[src/rtl/loader_pkg.sv]
// Shared types and constants for the program loader: FSM states, RAM lane codes, default widths.
package loader_pkg;

    localparam int DEF_ADDR_W = 6;
    localparam int DEF_DATA_W = 8;

    localparam logic [1:0] LANE_OPC = 2'd0;
    localparam logic [1:0] LANE_OP1 = 2'd1;
    localparam logic [1:0] LANE_OP2 = 2'd2;

    typedef enum logic [2:0] {
        IDLE,
        HEADER,
        OP0,
        OP1,
        OP2,
        CHK,
        DONE,
        ERROR
    } state_t;

    function automatic logic [1:0] lane_of(state_t s);
        case (s)
            OP1:     return LANE_OP1;
            OP2:     return LANE_OP2;
            default: return LANE_OPC;
        endcase
    endfunction

endpackage

[src/rtl/program_loader_if.sv]
// Byte-stream input and RAM write port of the program loader.
// master = byte source / RAM side, slave = loader.
interface program_loader_if
    import loader_pkg::*;
#(
    parameter int ADDR_W = DEF_ADDR_W,
    parameter int DATA_W = DEF_DATA_W
) ();

    logic [DATA_W-1:0] byte_in;
    logic              byte_valid;
    logic              byte_ready;
    logic [DATA_W-1:0] ram_data;
    logic [ADDR_W-1:0] ram_addr;
    logic [1:0]        ram_lane;
    logic              ram_we;

    modport master (
        output byte_in,
        output byte_valid,
        input  byte_ready,
        input  ram_data,
        input  ram_addr,
        input  ram_lane,
        input  ram_we
    );

    modport slave (
        input  byte_in,
        input  byte_valid,
        output byte_ready,
        output ram_data,
        output ram_addr,
        output ram_lane,
        output ram_we
    );

endinterface

[src/rtl/program_loader.sv]
// Purpose: loads header N + 3*N opcode/operand bytes into program RAM, holds CPU in reset until done (LOADER_CHECKSUM_EN adds an XOR check byte).
// Latency: RAM write strobe exactly 1 cycle after each data-byte accept; 1 byte/cycle sustained.
// Backpressure: byte_ready only in receiving states; the RAM never stalls.
module program_loader
    import loader_pkg::*;
#(
    parameter int ADDR_W    = DEF_ADDR_W,
    parameter int DATA_W    = DEF_DATA_W,
    parameter int MAX_WORDS = 64
) (
    input  logic             clk,
    input  logic             rst,
    input  logic             start,
    program_loader_if.slave  bus,
    output logic             cpu_rst_hold,
    output logic             busy,
    output logic             done,
    output logic             error
);

    state_t            state;
    state_t            state_nxt;
    logic [ADDR_W:0]   cnt;
    logic [ADDR_W:0]   cnt_inc;
    logic [DATA_W-1:0] n_words;
    logic              accept;
    logic              is_op;
    logic              start_ok;
    logic              hdr_bad;
    logic              last_word;
`ifdef LOADER_CHECKSUM_EN
    logic [DATA_W-1:0] csum;
`endif

    assign accept    = bus.byte_valid && bus.byte_ready;
    assign is_op     = (state == OP0) || (state == OP1) || (state == OP2);
    assign start_ok  = start && ((state == IDLE) || (state == DONE) || (state == ERROR));
    assign hdr_bad   = (bus.byte_in == '0) || (int'(bus.byte_in) > MAX_WORDS);
    assign cnt_inc   = cnt + 1'b1;
    assign last_word = (int'(cnt_inc) == int'(n_words));

    always_comb begin
        state_nxt = state;
        case (state)
            IDLE, DONE, ERROR: if (start) state_nxt = HEADER;
            HEADER:            if (accept) state_nxt = hdr_bad ? ERROR : OP0;
            OP0:               if (accept) state_nxt = OP1;
            OP1:               if (accept) state_nxt = OP2;
            OP2: begin
                if (accept) begin
`ifdef LOADER_CHECKSUM_EN
                    state_nxt = last_word ? CHK : OP0;
`else
                    state_nxt = last_word ? DONE : OP0;
`endif
                end
            end
            CHK: begin
`ifdef LOADER_CHECKSUM_EN
                if (accept) state_nxt = (bus.byte_in == csum) ? DONE : ERROR;
`else
                state_nxt = ERROR;
`endif
            end
            default:           state_nxt = IDLE;
        endcase
    end

    // Status outputs are registered from the next state so they line up with the state register.
    always_ff @(posedge clk) begin
        if (rst) begin
            state          <= IDLE;
            bus.byte_ready <= 1'b0;
            bus.ram_data   <= '0;
            bus.ram_addr   <= '0;
            bus.ram_lane   <= LANE_OPC;
            bus.ram_we     <= 1'b0;
            cpu_rst_hold   <= 1'b1;
            busy           <= 1'b0;
            done           <= 1'b0;
            error          <= 1'b0;
            cnt            <= '0;
            n_words        <= '0;
`ifdef LOADER_CHECKSUM_EN
            csum           <= '0;
`endif
        end else begin
            state          <= state_nxt;
            bus.byte_ready <= (state_nxt == HEADER) || (state_nxt == OP0) || (state_nxt == OP1)
                              || (state_nxt == OP2) || (state_nxt == CHK);
            busy           <= (state_nxt == HEADER) || (state_nxt == OP0) || (state_nxt == OP1)
                              || (state_nxt == OP2) || (state_nxt == CHK);
            done           <= (state_nxt == DONE);
            error          <= (state_nxt == ERROR);
            cpu_rst_hold   <= (state_nxt != DONE);
            bus.ram_we     <= accept && is_op;

            if (accept && is_op) begin
                bus.ram_data <= bus.byte_in;
                bus.ram_addr <= cnt[ADDR_W-1:0];
                bus.ram_lane <= lane_of(state);
            end

            if (start_ok)
                cnt <= '0;
            else if (accept && (state == OP2))
                cnt <= cnt_inc;

            if (accept && (state == HEADER))
                n_words <= bus.byte_in;

`ifdef LOADER_CHECKSUM_EN
            // The header byte is part of the running XOR.
            if (start_ok)
                csum <= '0;
            else if (accept && (state != CHK))
                csum <= csum ^ bus.byte_in;
`endif
        end
    end

endmodule

[src/flat_wrapper.sv]
// flat-port wrapper written by rule: the top's interface ports become plain ports
module program_loader_flat import loader_pkg::*;
#(
    parameter int ADDR_W    = DEF_ADDR_W,
    parameter int DATA_W    = DEF_DATA_W,
    parameter int MAX_WORDS = 64
)
  (clk, rst, start, cpu_rst_hold, busy, done, error, bus_byte_in, bus_byte_valid, bus_byte_ready, bus_ram_data, bus_ram_addr, bus_ram_lane, bus_ram_we);
  program_loader_if #(.ADDR_W(ADDR_W), .DATA_W(DATA_W)) bus_i ();
  input  logic clk;
  input  logic rst;
  input  logic start;
  output logic cpu_rst_hold;
  output logic busy;
  output logic done;
  output logic error;
  input wire logic [$bits(bus_i.byte_in)-1:0] bus_byte_in;
  input wire logic [$bits(bus_i.byte_valid)-1:0] bus_byte_valid;
  output wire logic [$bits(bus_i.byte_ready)-1:0] bus_byte_ready;
  output wire logic [$bits(bus_i.ram_data)-1:0] bus_ram_data;
  output wire logic [$bits(bus_i.ram_addr)-1:0] bus_ram_addr;
  output wire logic [$bits(bus_i.ram_lane)-1:0] bus_ram_lane;
  output wire logic [$bits(bus_i.ram_we)-1:0] bus_ram_we;
  assign bus_i.byte_in = bus_byte_in;
  assign bus_i.byte_valid = bus_byte_valid;
  assign bus_byte_ready = bus_i.byte_ready;
  assign bus_ram_data = bus_i.ram_data;
  assign bus_ram_addr = bus_i.ram_addr;
  assign bus_ram_lane = bus_i.ram_lane;
  assign bus_ram_we = bus_i.ram_we;
  program_loader #(.ADDR_W(ADDR_W), .DATA_W(DATA_W), .MAX_WORDS(MAX_WORDS)) u_core (.clk(clk), .rst(rst), .start(start), .bus(bus_i), .cpu_rst_hold(cpu_rst_hold), .busy(busy), .done(done), .error(error));
endmodule
[config.mk]
export PLATFORM = sky130hd
export DESIGN_NAME = program_loader_flat
export DESIGN_NICKNAME = d
export VERILOG_FILES = /design/src/rtl/loader_pkg.sv /design/src/rtl/program_loader_if.sv /design/src/rtl/program_loader.sv /design/src/flat_wrapper.sv
export SDC_FILE = /design/constraint.sdc
export NUM_CORES = 1
export LEC_CHECK = 0
export ABC_AREA = 1
export BUFFER_PORTS_ARGS = -buffer_cell sky130_fd_sc_hd__clkbuf_2
export CORE_MARGIN = 4
export CORE_UTILIZATION = 39
export DETAILED_ROUTE_END_ITERATION = 6
export SYNTH_ARGS = -nofsm -noshare
export SYNTH_HDL_FRONTEND = slang
export SYNTH_SLANG_ARGS = --single-unit
[constraint.sdc]
create_clock -name clk -period 1.5 [get_ports clk]
set_input_delay 0.3 -clock clk [delete_from_list [all_inputs] [get_ports clk]]
set_output_delay 0.3 -clock clk [all_outputs]
set_load 0.005 [all_outputs]
After elaboration in Yosys (flattened, before gate mapping)
Index checks and enable logic that the tools add are counted.
{"block": "classes", "addsub": 1, "n_lt_le_gt_ge": 1, "n_eq_ne": 16, "muxes": 9, "reduce_logical": 18}
{"operator": "3-bit equality test (second input constant)", "count": 8}
{"operator": "3-bit two-way mux", "count": 7}
{"operator": "3-bit one-hot mux with 6 select lines", "count": 1}
{"operator": "3-bit by 2-bit equality test with 1-bit output (second input constant)", "count": 4}
{"operator": "1-bit logical OR", "count": 9}
{"operator": "8-bit equality test", "count": 1}
{"operator": "8-bit by 7-bit greater-than comparator with 1-bit output (second input constant)", "count": 1}
{"operator": "8-bit logical NOT", "count": 1}
{"operator": "7-bit by 1-bit adder with 7-bit output (second input constant)", "count": 1}
{"operator": "3-bit by 1-bit equality test with 1-bit output (second input constant)", "count": 2}
{"operator": "1-bit logical AND", "count": 5}
{"operator": "2-bit one-hot mux with 2 select lines", "count": 1}
{"operator": "3-bit logical NOT", "count": 1}
{"operator": "3-bit inequality test (second input constant)", "count": 1}
{"operator": "3-bit OR reduction", "count": 1}
{"operator": "2-bit OR reduction", "count": 1}
{"block": "word_totals", "regBits": 39}

Longest topological paths before layout
Gate-level depths: netlist of run 1.
{"block": "depth", "word_depth": 10, "ltp_mapped": 15}

Worst setup path after synthesis of run 1
No wires, ideal clock.
{"block": "synth_path", "kind": "register to register", "startpoint": "register u_core.cnt[0]", "endpoint": "register u_core.done", "setup_ps": 109, "t_arrival_ps": 1482, "required_time_ps": 1391, "setup_slack_ps": -91, "stages_incl_launch_ff": 13, "n_path_buf": 0, "cell_sequence": "dfxtp_1 -> ha_1 -> or2_2 -> nand3_1 -> nor2_1 -> nand3_1 -> nor2_1 -> nand2_1 -> nand2_1 -> nand2_2 -> nand3_2 -> nand2_1 -> inv_2"}
{"block": "synth_between", "elab_chain_cells": 6}
{"element": "start: declaration", "line_no": "program_loader.sv:23", "source": "logic [ADDR_W:0] cnt;"}
{"element": "start signal: assignment", "line_no": "program_loader.sv:107", "source": "cnt <= cnt_inc;"}
{"element": "7-bit by 1-bit adder with 7-bit output", "line_no": "program_loader.sv:39", "source": "assign cnt_inc = cnt + 1'b1;"}
{"element": "named net u_core.cnt_inc[1]", "line_no": "program_loader.sv:24", "source": "logic [ADDR_W:0] cnt_inc;"}
{"element": "8-bit equality test", "line_no": "program_loader.sv:40", "source": "assign last_word = (int'(cnt_inc) == int'(n_words));"}
{"element": "3-bit two-way mux", "line_no": "program_loader.sv:54", "source": "state_nxt = last_word ? DONE : OP0;"}
{"element": "3-bit two-way mux", "line_no": "program_loader.sv:50", "source": "if (accept) begin"}
{"element": "3-bit one-hot mux with 6 select lines", "line_no": "program_loader.sv:44", "source": "case (state)"}
{"element": "3-bit equality test", "line_no": "program_loader.sv:93", "source": "done <= (state_nxt == DONE);"}
{"element": "end signal: assignment", "line_no": "program_loader.sv:93"}
{"element": "end: declaration", "line_no": "program_loader.sv:17", "source": "output logic done,"}
The timed path passes the listed nets, and every way through them passes these cells.
A chain may end at the register's enable or synchronous reset.

Worst setup path after layout of run 1
{"block": "layout_path", "startpoint": "register u_core.cnt[0]", "endpoint": "register u_core.error"}
{"block": "layout_between", "elab_chain_cells": 6}
{"element": "7-bit by 1-bit adder with 7-bit output", "line_no": "program_loader.sv:39"}
{"element": "named net u_core.cnt_inc[1]", "line_no": "program_loader.sv:24"}
{"element": "8-bit equality test", "line_no": "program_loader.sv:40"}
{"element": "3-bit two-way mux", "line_no": "program_loader.sv:54"}
{"element": "3-bit two-way mux", "line_no": "program_loader.sv:50"}
{"element": "3-bit one-hot mux with 6 select lines", "line_no": "program_loader.sv:44"}
{"element": "3-bit equality test", "line_no": "program_loader.sv:94", "source": "error <= (state_nxt == ERROR);"}
{"element": "end signal: assignment", "line_no": "program_loader.sv:94"}
{"element": "end: declaration", "line_no": "program_loader.sv:18", "source": "output logic error"}
The timed path passes the listed nets, and every way through them passes these cells.

==> results of run 1 <==
-- layer usage --
| metal | vias to the layer above | wire length (um) |
|---|---|---|
| met5 | - | 0 |
| met3 | 9 | 175 |
| met1 | 771 | 2150 |
| met2 | 39 | 1970 |
| li1 | 951 | - |
| met4 | 0 | 95 |
-- layout by cell type (no fill, tap or decap), drive strengths merged --
master,instances
nor2,27
ha,1
nand4,4
a21oi,30
or2,1
and2,1
a211oi,2
o21ai,28
clkinvlp,2
nor3,3
clkbuf,40
buf,31
nand2,55
inv,37
dfxtp,39
nand3,17
clkinv,1
nand3b,1
-- final timing paths --
path | from | end | slack (ns) | cells past startpoint
setup reg to reg | u_core.cnt[0] | u_core.error | -0.07 | 12
hold reg to reg | u_core.bus.ram_lane[0] | u_core.bus.ram_lane[0] | 0.46 | 2
hold / removal | bus_byte_in[6] | u_core.bus.ram_data[6] | 0.32 | 3
setup / recovery | u_core.cnt[0] | u_core.error | -0.07 | 12
-- stage by stage --
step	hold WS (ns)	power [mW]	util [%]
after floorplan	0.435	1.63	-
after global placement	0.454	1.92	51.2
after detailed placement	0.457	1.92	51.2
after CTS	0.308	2.61	53.6
after global routing	0.336	2.77	55.8
final	0.317	2.61	55.8
-- registers in the layout, summed over array words and instances (netlist names) --
signal                 count
u_core.bus.byte_ready      1
u_core.bus.ram_addr        6
u_core.bus.ram_data        8
u_core.bus.ram_lane        2
u_core.bus.ram_we          1
u_core.cnt                 7
u_core.cpu_rst_hold        1
u_core.done                1
u_core.error               1
u_core.n_words             8
u_core.state               3
-- power by group through the flow --
stage	Sequential, mW	Clock [mW]	Combinational (mW)
3_3_place_gp	1.21	0	0.708
4_1_cts	1.19	0.706	0.717
3_5_place_dp	1.21	0	0.708
6_report	1.19	0.686	0.735
2_1_floorplan	1.20	0	0.428
5_1_grt	1.20	0.747	0.824
-- cell usage after synthesis --
cell type and number:
inv_2 3, or2_2 1, o21ai_1 2, dfxtp_1 39, inv_1 35, nor3_4 1
buf_4 1, nand3_2 3, nor2_1 24, buf_2 1, nand3b_1 1, o21ai_0 25
a21oi_2 1, ha_1 1, and2_1 1, nor3_1 2, a211oi_1 2, nand2_2 3
nand3_1 14, nand4_1 4, nor2_2 2, a21oi_4 1, clkbuf_1 6, o21ai_2 1
nand2_1 52, a21oi_1 28, nor2_4 1
-- logic make-up after synthesis --
logic type | synth area share (%)
AND/OR/NAND/NOR | 27.8
AO/OA/AOI/OAI | 18.1
buffers and inverters | 9.90
flip-flops | 43.5
adder cells (fa/ha/maj) | 0.697
-- worst reg2reg max path: cells and delay by family (launching register included) --
family / cells / cell delay [ns]
adder cells (fa/ha/maj): 1 / 0.25
buffers and inverters: 1 / 0.03
flip-flops: 1 / 0.37
AND/OR/NAND/NOR: 10 / 0.82
-- what timing repair did --
item	in CTS	in global routing
resized for setup	7	20
endpoints found under the setup margin	5	19
buffers inserted	1	1
gates cloned	0	1
pin swaps	1	2
-- layout make-up --
type                    instances  area, um2
repair buffers                 65        460
flip-flops and latches         39        793
clock inverters                 2       12.5
well taps                      52       65.1
multi-input cells             170        911
inverters                      38        146
fillers                       410       1950
clock buffers                   6       72.6
==> summary.txt, run 1 <==
Outcome
  • Status: complete, but fails checks
  • Violated checks: negative setup slack

Place
  • DP Wirelength: 3140 um
  • Placement Setup Slack: -0.0994 ns
  • PortBufs: 33
  • Inst Count DP: 361
  • GPL Wtd Cong: 0.846
  • Placed Area: 0.00226 mm2

Yosys
  • Syn_nets: 268
  • #FFs+latches synth: 39
  • Register area share after synthesis: 43.5%
  • Ranking of synthesized cells by area: dfxtp_1 (44%), nand2_1 (11%), a21oi_1 (7.8%)
  • Post-synth top area share: between 40% and 50%
  • Area of the mapped netlist: 0.00179 mm2
  • Synth warnings: 0
  • Synth unique cells: 27
  • Synth Area per Inst: 7.04 um2
  • Synth area leader: dfxtp_1
  • Cells after synthesis: about 260

Cells and area
  • Diodes inserted: 0
  • Share of cells above drive strength 1: 35.3%
  • Nets: around 330
  • Non-filler instance count after layout: 372
  • Layout area overhead: 37.2%
  • Final Instance Area: 0.00246 mm2

Clock network
  • CTS H-Tree Depth: 2
  • CTS Hold Buffers Added: 0
  • Root buffer cell: clkbuf_8
  • CTS Buffer Depth: 2
  • Clk Latency, worst-skew pair: 0.29 ns
  • CTS Buf Count: 5
  • CTS sink count: 39
  • Clock slew at reported path FFs: 0.08 ns
  • CTS tree: yes

STA
  • Fin. max-slew vios: 0
  • Setup-failing EPs final: 5
  • Final Hold Fails: 0
  • Period minus WS final: 1.57 ns
  • Crit share post-route: 105%
  • Maximum clock rate: 0.636 GHz
  • Worst slew pin tran: 0.284 ns
  • RSZ-0062 raised after global routing: true
  • TNS Setup: -0.318 ns
  • Worst rel slew slack: 80.8%
  • Setup Skew: 0.0114 ns
  • Setup WS post-layout: -0.0712 ns

Power and ir drop
  • Sw Pwr: 0.818 mW
  • Pleak: between 1 and 1.5 nW
  • Comb power frac: 28.1%
  • Seq pwr share: 45.6%
  • Clock power frac: between 20% and 30%
  • Switch share: between 30 and 40%
  • Max VDD drop: between 0.7 and 0.8 mV
  • PD cells: ~1100 mW/mm2
  • Pint: 1.79 mW

Setup path
  • CP cell instances: ha_4 -> or2_4 -> nand3_2 -> nor2_2 -> nand3_1 -> nor2_1 -> nand2_1 -> nand2_1 -> nand2_2 -> nand3_2 -> nand3_1 -> inv_1
  • Crit Path Category: register to register
  • Crit path capture type: register
  • Buf/Inv on CP: 1
  • Cell family with most CP delay: simple AND/OR/NAND/NOR gates
  • Max incr delay on CP: 0.37 ns
  • Crit Path Max Fanout: 3
  • CP max stage cell: dfxtp_4
  • Crit path DAT: 1.76 ns
  • CP Launch Type: register
  • Critical Path RT: 1.69 ns

Hold path
  • Hold Crit Class: input port to register

Global route
  • Met3 Use GR: under 10%
  • Met2 Usage GRT: 23.9%
  • Overflow after GRT: 0
  • Busiest grt layer: met2
  • Initial antenna violation count: 0
  • Vias in the first global route: ~1,600
  • Global-route wire length before repair: 6980 um
  • Met1 Use GR: between 20% and 30%
  • GRT Util Overall: 15.7%
  • Pin count of the biggest net entering global routing: 27

Detailed routing
  • Number of remaining DRC errors: 0
  • Vias: 1,770
  • Routed wire length: 4390 um
  • Pre-antenna DRT Iters: 4
  • Drt via density: 4.76
  • Wire per inst: ~12 um
  • Post-DRT Antenna Nets: 0
  • 1st-iter DRT viols: 63

Floorplanning
  • Die Ht: 75.8 um
  • Initial Utilization: 40.6%
  • I/O pins: 34
  • Die width: 75.8 um
  • Core area: 0.00441 mm2
  • Die area: 0.00575 mm2
  • Row count: 24

Flow run
  • Max-cap violation count: 0
(Power assumes the default switching activity.)
==> run 2, diff against run 1 <==
ABC_AREA = default   (was 1)
==> summary.txt, run 2 <==
Place
  • DP Wirelength: 3180 um (+1.2%)
  • PortBufs: 33 (unchanged)
  • Placed Area: 0.00229 mm2 (+1.2%)
  • GPL Wtd Cong: 0.849 (+0.28%)
  • Placement Setup Slack: -0.431 ns (-0.331 ns)

Clock network
  • CTS sink count: 39 (unchanged)
  • Root buffer cell: clkbuf_8
  • CTS Buffer Depth: 2 (unchanged)
  • CTS tree: yes
  • Clk Latency, worst-skew pair: 0.30 ns (about the same)
  • CTS H-Tree Depth: 2 (unchanged)
  • Clock slew at reported path FFs: 0.08 ns (about the same)
  • CTS Buf Count: 5 (unchanged)

Floorplanning
  • Die width: 76.5 um (+0.94%)
  • Core area: 0.00444 mm2 (+0.68%)
  • Row count: 24 (unchanged)
  • Initial Utilization: 41.2% (+0.57 points)
  • I/O pins: 34 (unchanged)
  • Die area: 0.00586 mm2 (+1.9%)
  • Die Ht: 76.5 um (+0.94%)

Outcome
  • Status: complete, but fails checks
  • Violated checks: negative setup slack

Yosys
  • Register area share after synthesis: 42.6% (-0.89 points)
  • Most instantiated library cell after synthesis: dfxtp_1
  • Synth unique cells: 45 (+67%)
  • Synth area leader: dfxtp_1
  • Post-synth top flop: dfxtp_1
  • Cells after synthesis: 206 (-19%)
  • FFs w/ async S/R, synth: 0% (unchanged)
  • Syn_nets: 219 (-18%)
  • Post-synth top area share: 42.6% (-0.89 points)
  • Area of the mapped netlist: 0.00183 mm2 (+2.1%)
  • #FFs+latches synth: 39 (unchanged)
  • Number of flops mapped to enable cells by yosys: 0 (unchanged)
  • Ranking of synthesized cells by area: dfxtp_1 (43%), mux2i_1 (7.7%), nor2_1 (5.9%)
  • Synth warnings: 0 (unchanged)
  • Synth Area per Inst: 8.89 um2 (+26%)
  • Top cells by count, synth: dfxtp_1 (39), nor2_1 (29), nand2_1 (17)

Setup path
  • CP Launch Type: register
  • Crit path capture type: register
  • Crit Path Category: register to register
  • Worst Setup EP: u_core.error
  • Worst Setup SP: u_core.cnt[1]
  • R2R setup slack: -0.29 ns (-0.21 ns)
  • RR Endpoint: u_core.error
  • Crit path DAT: 2.00 ns (+0.24 ns)
  • Cells on worst reg2reg path: 6 (-6)
  • Reg2reg start: u_core.cnt[1]
  • Critical Path RT: 1.72 ns (+0.03 ns)
  • Crit Path Max Fanout: 4 (+1)

Global route
  • Overflow after GRT: 0 (unchanged)
  • Global-route wire length before repair: 7580 um (+8.6%)
  • Pin count of the biggest net entering global routing: 29 (+7.4%)
  • Vias in the first global route: 1,547 (-4.0%)
  • GRT Util Overall: 16.1% (+0.36 points)
  • Initial antenna violation count: 0 (unchanged)

Cells and area
  • Share of cells above drive strength 1: 37.7% (+2.4 points)
  • Final Instance Area: 0.00244 mm2 (-0.76%)
  • Layout area overhead: 33.3%
  • Fillers: 434 (+5.9%)
  • Most frequent cells in the layout: dfxtp_1 (33), clkbuf_2 (32), buf_4 (32), nor2_1 (26), nand2_1 (17)
  • Diodes inserted: 0 (unchanged)
  • Area occupied by multi-input gates: 0.00105 mm2 (+15%)
  • Largest regs: u_core.bus.ram_data x8, u_core.n_words x8, u_core.cnt x7
  • Nets: 280 (-16%)
  • Most common cell after layout, fill and taps aside: dfxtp_1
  • Register Area: 793 um2 (unchanged)
  • Post-layout util: 55.0% (-0.80 points)

STA
  • Setup-failing EPs final: 5 (unchanged)
  • Worst slew pin tran: 0.326 ns (+0.0415 ns)
  • Setup Skew: 0.00548 ns (-0.00594 ns)
  • RSZ-0062 raised after global routing: true
  • Worst rel slew slack: 78.3% (-2.6 points)
  • Fin. max-slew vios: 0 (unchanged)
  • Crit share post-route: 119% (+14 points)
  • Period minus WS final: 1.79 ns (+0.215 ns)
  • Final Hold Fails: 0 (unchanged)
  • Maximum clock rate: 0.560 GHz (-12%)
  • Setup WS post-layout: -0.286 ns (-0.215 ns)

Flow run
  • Max-cap violation count: 0 (unchanged)

Detailed routing
  • Routed wire length: 4390 um (about the same)
  • Pre-antenna DRT Iters: 4 (unchanged)
  • Wire per inst: 13.7 um (+16%)
  • Drt via density: 5.01 (+5.3%)
  • Vias: 1,603 (-9.4%)
  • Post-DRT Antenna Nets: 0 (unchanged)
  • 1st-iter DRT viols: 45 (-29%)
  • Number of remaining DRC errors: 0 (unchanged)

Hold path
  • Hold Crit Class: input port to register

Power and ir drop
  • Seq pwr share: 51.7% (+6.1 points)
  • Switch share: 27.0% (-4.3 points)
  • Pleak: 0.990 nW (-14%)
  • Clock power frac: 34.8% (+8.5 points)
  • Total Power: 2.06 mW (-21%)
  • Comb power frac: 13.5% (-15 points)
  • Max VDD drop: 0.662 mV (-14%)
  • PD cells: 844 mW/mm2 (-20%)
  • Pint: 1.50 mW (-16%)
  • Sw Pwr: 0.557 mW (-32%)
==> run 2: layout make-up <==
type	count	share of cell area, %
Tap cell	52	2.66
Multi-Input combinational cell	151	43.0
Timing Repair Buffer	66	17.7
Sequential cell	39	32.5
Clock inverter	3	0.768
Clock buffer	5	2.82
Inverter	4	0.615
==> run 2: logic make-up (layout without fill, tap and decap cells) <==
group | after synthesis | after routing | share of synthesized area, %
AO/OA/AOI/OAI | 41 | 41 | 16.7
XOR/XNOR | 14 | 14 | 7.45
adder cells (fa/ha/maj) | 1 | 1 | 0.683
buffers and inverters | 16 | 78 | 4.03
flip-flops | 39 | 39 | 42.6
multiplexers | 14 | 14 | 7.65
AND/OR/NAND/NOR | 81 | 81 | 20.8
==> run 2: worst min-delay path by stage <==
stage                             end  slack, ns  cells after the start         startpoint
global placement    u_core.n_words[5]       0.46                      2  u_core.n_words[5]
floorplan           u_core.n_words[7]       0.44                      2  u_core.n_words[7]
global route        u_core.n_words[5]       0.26                      3     bus_byte_in[5]
detailed placement  u_core.n_words[5]       0.47                      2  u_core.n_words[5]
finish              u_core.n_words[1]       0.26                      3     bus_byte_in[1]
CTS                 u_core.n_words[1]       0.26                      3     bus_byte_in[1]
==> run 2: power by group through the flow <==
| stage | clock network, mW | logic, mW | registers (mW) |
|---|---|---|---|
| after floorplan | 0 | 0.157 | 1.09 |
| after global placement | 0 | 0.268 | 1.09 |
| after detailed placement | 0 | 0.270 | 1.09 |
| after CTS | 0.735 | 0.274 | 1.07 |
| after global routing | 0.789 | 0.309 | 1.07 |
| final | 0.717 | 0.279 | 1.07 |
==> run 2: routing by layer <==
| layer | GRT usage, % | wire length (um) | share of wire [%] | vias to the layer above |
|---|---|---|---|---|
| met3 | 5.08 | 186 | 4.2 | 7 |
| met5 | 0 | 0 | 0 | - |
| li1 | - | - | - | 841 |
| met2 | 22.8 | 1820 | 41 | 31 |
| met4 | 4.89 | 60 | 1.4 | 0 |
| met1 | 23.0 | 2330 | 53 | 724 |
==> run 2: repair_timing <==
action | 4_1_cts | 5_1_grt
buffers inserted | 2 | 0
gates resized for setup | 8 | 7
pin swaps | 9 | 5
setup endpoints to repair | 16 | 24
hold buffers | 0 | 0
==> run 2: worst max-delay path, stage by stage (launching register included) <==
cell and delay, ns:
dfxtp_4 0.37, ha_4 0.16, nand3_2 0.08, or3_1 0.35, a211o_1 0.30, o211a_4 0.26
a211oi_2 0.18
==> run 2: stage by stage <==
| stage | setup TNS [ns] | std cells | hold slack, ns |
|---|---|---|---|
| after floorplan | -1.52 | 206 | 0.437 |
| after global placement | -2.32 | 310 | 0.458 |
| after detailed placement | -2.52 | 310 | 0.467 |
| after CTS | -1.09 | 320 | 0.255 |
| after global routing | -2.16 | 320 | 0.261 |
| final | -1.14 | 320 | 0.264 |
==> run 3, diff against run 2 <==
clock period = 2.25 ns   (was 1.5 ns; I/O delays follow)
==> summary.txt, run 3 (synthesis gave the netlist of run 2 again) <==
Global route
  • Initial antenna violation count: 0 (unchanged)
  • Global-route wire length before repair: 7170 um (-5.4%)
  • Pin count of the biggest net entering global routing: 18 (-38%)
  • GRT Util Overall: 15.0% (-1.0 points)
  • Overflow after GRT: 0 (unchanged)
  • Vias in the first global route: 1,488 (-3.8%)

Clock network
  • Post-CTS Setup Bufs: 0 (-2)
  • CTS H-Tree Depth: 2 (unchanged)
  • Clk Latency, worst-skew pair: 0.30 ns (about the same)
  • CTS tree: yes
  • Root buffer cell: clkbuf_8
  • CTS-repair resized insts: 0 (-8)
  • CTS Hold Buffers Added: 0 (unchanged)
  • CTS sink count: 39 (unchanged)
  • CTS Buf Count: 5 (unchanged)
  • CTS Buffer Depth: 2 (unchanged)
  • Clock slew at reported path FFs: 0.08 ns (about the same)

Setup path
  • Crit Path Max Fanout: 5 (+1)
  • Crit Path Category: register to register
  • Critical Path RT: 2.47 ns (+0.75 ns)
  • Crit path DAT: 2.25 ns (+0.25 ns)
  • CP Launch Type: register
  • Crit path capture type: register

Flow run
  • Max-cap violation count: 0 (unchanged)

Floorplanning
  • I/O pins: 34 (unchanged)
  • Core area: 0.00444 mm2 (unchanged)
  • Initial Utilization: 41.2% (unchanged)
  • Row count: 24 (unchanged)
  • Die Ht: 76.5 um (unchanged)
  • Die area: 0.00586 mm2 (unchanged)
  • Die width: 76.5 um (unchanged)

Cells and area
  • Layout area overhead: 20.4%
  • Fillers: 446 (+2.8%)
  • Nets: 254 (-9.3%)
  • Post-layout util: 49.6% (-5.3 points)
  • Area occupied by multi-input gates: 977 um2 (-6.9%)
  • Most common cell after layout, fill and taps aside: dfxtp_1
  • Register Area: 781 um2 (-1.6%)
  • Most frequent cells in the layout: dfxtp_1 (39), clkbuf_2 (33), nor2_1 (29), nand2_1 (17)
  • Share of cells above drive strength 1: 23.6% (-14 points)
  • Diodes inserted: 0 (unchanged)
  • Largest regs: u_core.bus.ram_data x8, u_core.n_words x8, u_core.cnt x7

Power and ir drop
  • Seq pwr share: 45.9% (-5.8 points)
  • PD cells: 713 mW/mm2 (-16%)
  • Pleak: 0.845 nW (-15%)
  • Max VDD drop: 0.416 mV (-37%)
  • Comb power frac: 9.1% (-4.4 points)
  • Pint: 1.21 mW (-20%)
  • Switch share: 23.3% (-3.7 points)
  • Sw Pwr: 0.367 mW (-34%)
  • Clock power frac: 45.0% (+10 points)

Place
  • Placement Setup Slack: 0.150 ns (+0.580 ns)
  • GPL Wtd Cong: 0.839 (-1.2%)
  • DP Wirelength: 3040 um (-4.4%)
  • PortBufs: 33 (unchanged)

STA
  • Setup-failing EPs final: 0 (-5)
  • Setup WS post-layout: 0.225 ns (+0.511 ns)
  • Fin. max-slew vios: 0 (unchanged)
  • Period minus WS final: 2.03 ns (+0.239 ns)
  • Worst slew pin tran: 0.417 ns (+0.0912 ns)
  • Worst rel slew slack: 72.2% (-6.1 points)
  • Maximum clock rate: 0.494 GHz (-12%)
  • RSZ-0062 raised after global routing: false
  • Hold WS: 0.408 ns (+0.144 ns)
  • Final Hold Fails: 0 (unchanged)
  • Setup Skew: 0.00345 ns (-0.00203 ns)
  • Crit share post-route: 90.0% (-29 points)
  • TNS Setup: 0 ns (+1.14 ns)

Detailed routing
  • Routed wire length: 4150 um (-5.5%)
  • Vias: 1,547 (-3.5%)
  • Number of remaining DRC errors: 0 (unchanged)
  • Pre-antenna DRT Iters: 6 (+2)
  • Post-DRT Antenna Nets: 0 (unchanged)
  • Wire per inst: 14.1 um (+2.8%)
  • Drt via density: 5.26 (+5.0%)
  • 1st-iter DRT viols: 73 (+62%)

Outcome
  • Status: finished clean

Hold path
  • Hold Crit Class: input port to register
run 3: worst max-delay path, cell delays in order, from the launching register on:
cell and delay (ns):
dfxtp_1 0.39, ha_1 0.26, nand3_1 0.13, or3_1 0.36
a211o_1 0.32, o211a_1 0.26, a211oi_2 0.22
run 3: cell type report:
class / instances / share of cell area, %
repair buffers: 40 / 10.4
multi-input cells: 151 / 44.3
well taps: 52 / 2.95
flip-flops and latches: 39 / 35.4
clock buffers: 5 / 3.12
inverters: 4 / 0.681
clock inverters: 3 / 3.06
run 3: per-layer routing:
layer	share of wire, %	routed length [um]	track usage (%)	vias up
met2	43	1800	23.3	29
met1	51	2100	20.1	720
met5	0	0	0	-
met4	1.6	65	5.43	0
met3	4.3	178	3.90	7
li1	-	-	-	791
run 3: path summary, 6_finish.rpt:
path,start,endpoint,slack [ns],depth (start not counted)
setup / recovery,u_core.cnt[1],u_core.error,0.22,6
hold / removal,bus_byte_in[4],u_core.n_words[4],0.41,3
setup reg to reg,u_core.cnt[1],u_core.error,0.22,6
hold reg to reg,u_core.n_words[7],u_core.n_words[7],0.47,2
run 3: stage by stage:
stage / instances / total power [mW] / area, um2
3_5_place_dp: 286 / 0.881 / 2070
2_1_floorplan: 206 / 0.833 / 1830
6_report: 294 / 1.57 / 2200
4_1_cts: 294 / 1.59 / 2200
5_1_grt: 294 / 1.64 / 2200
3_3_place_gp: 286 / 0.881 / 2070
run 3: power by group through the flow:
stage | logic, mW | registers (mW) | clock network, mW
final | 0.143 | 0.722 | 0.707
after global routing | 0.159 | 0.725 | 0.752
after CTS | 0.144 | 0.721 | 0.722
after detailed placement | 0.144 | 0.738 | 0
after global placement | 0.143 | 0.738 | 0
after floorplan | 0.103 | 0.730 | 0
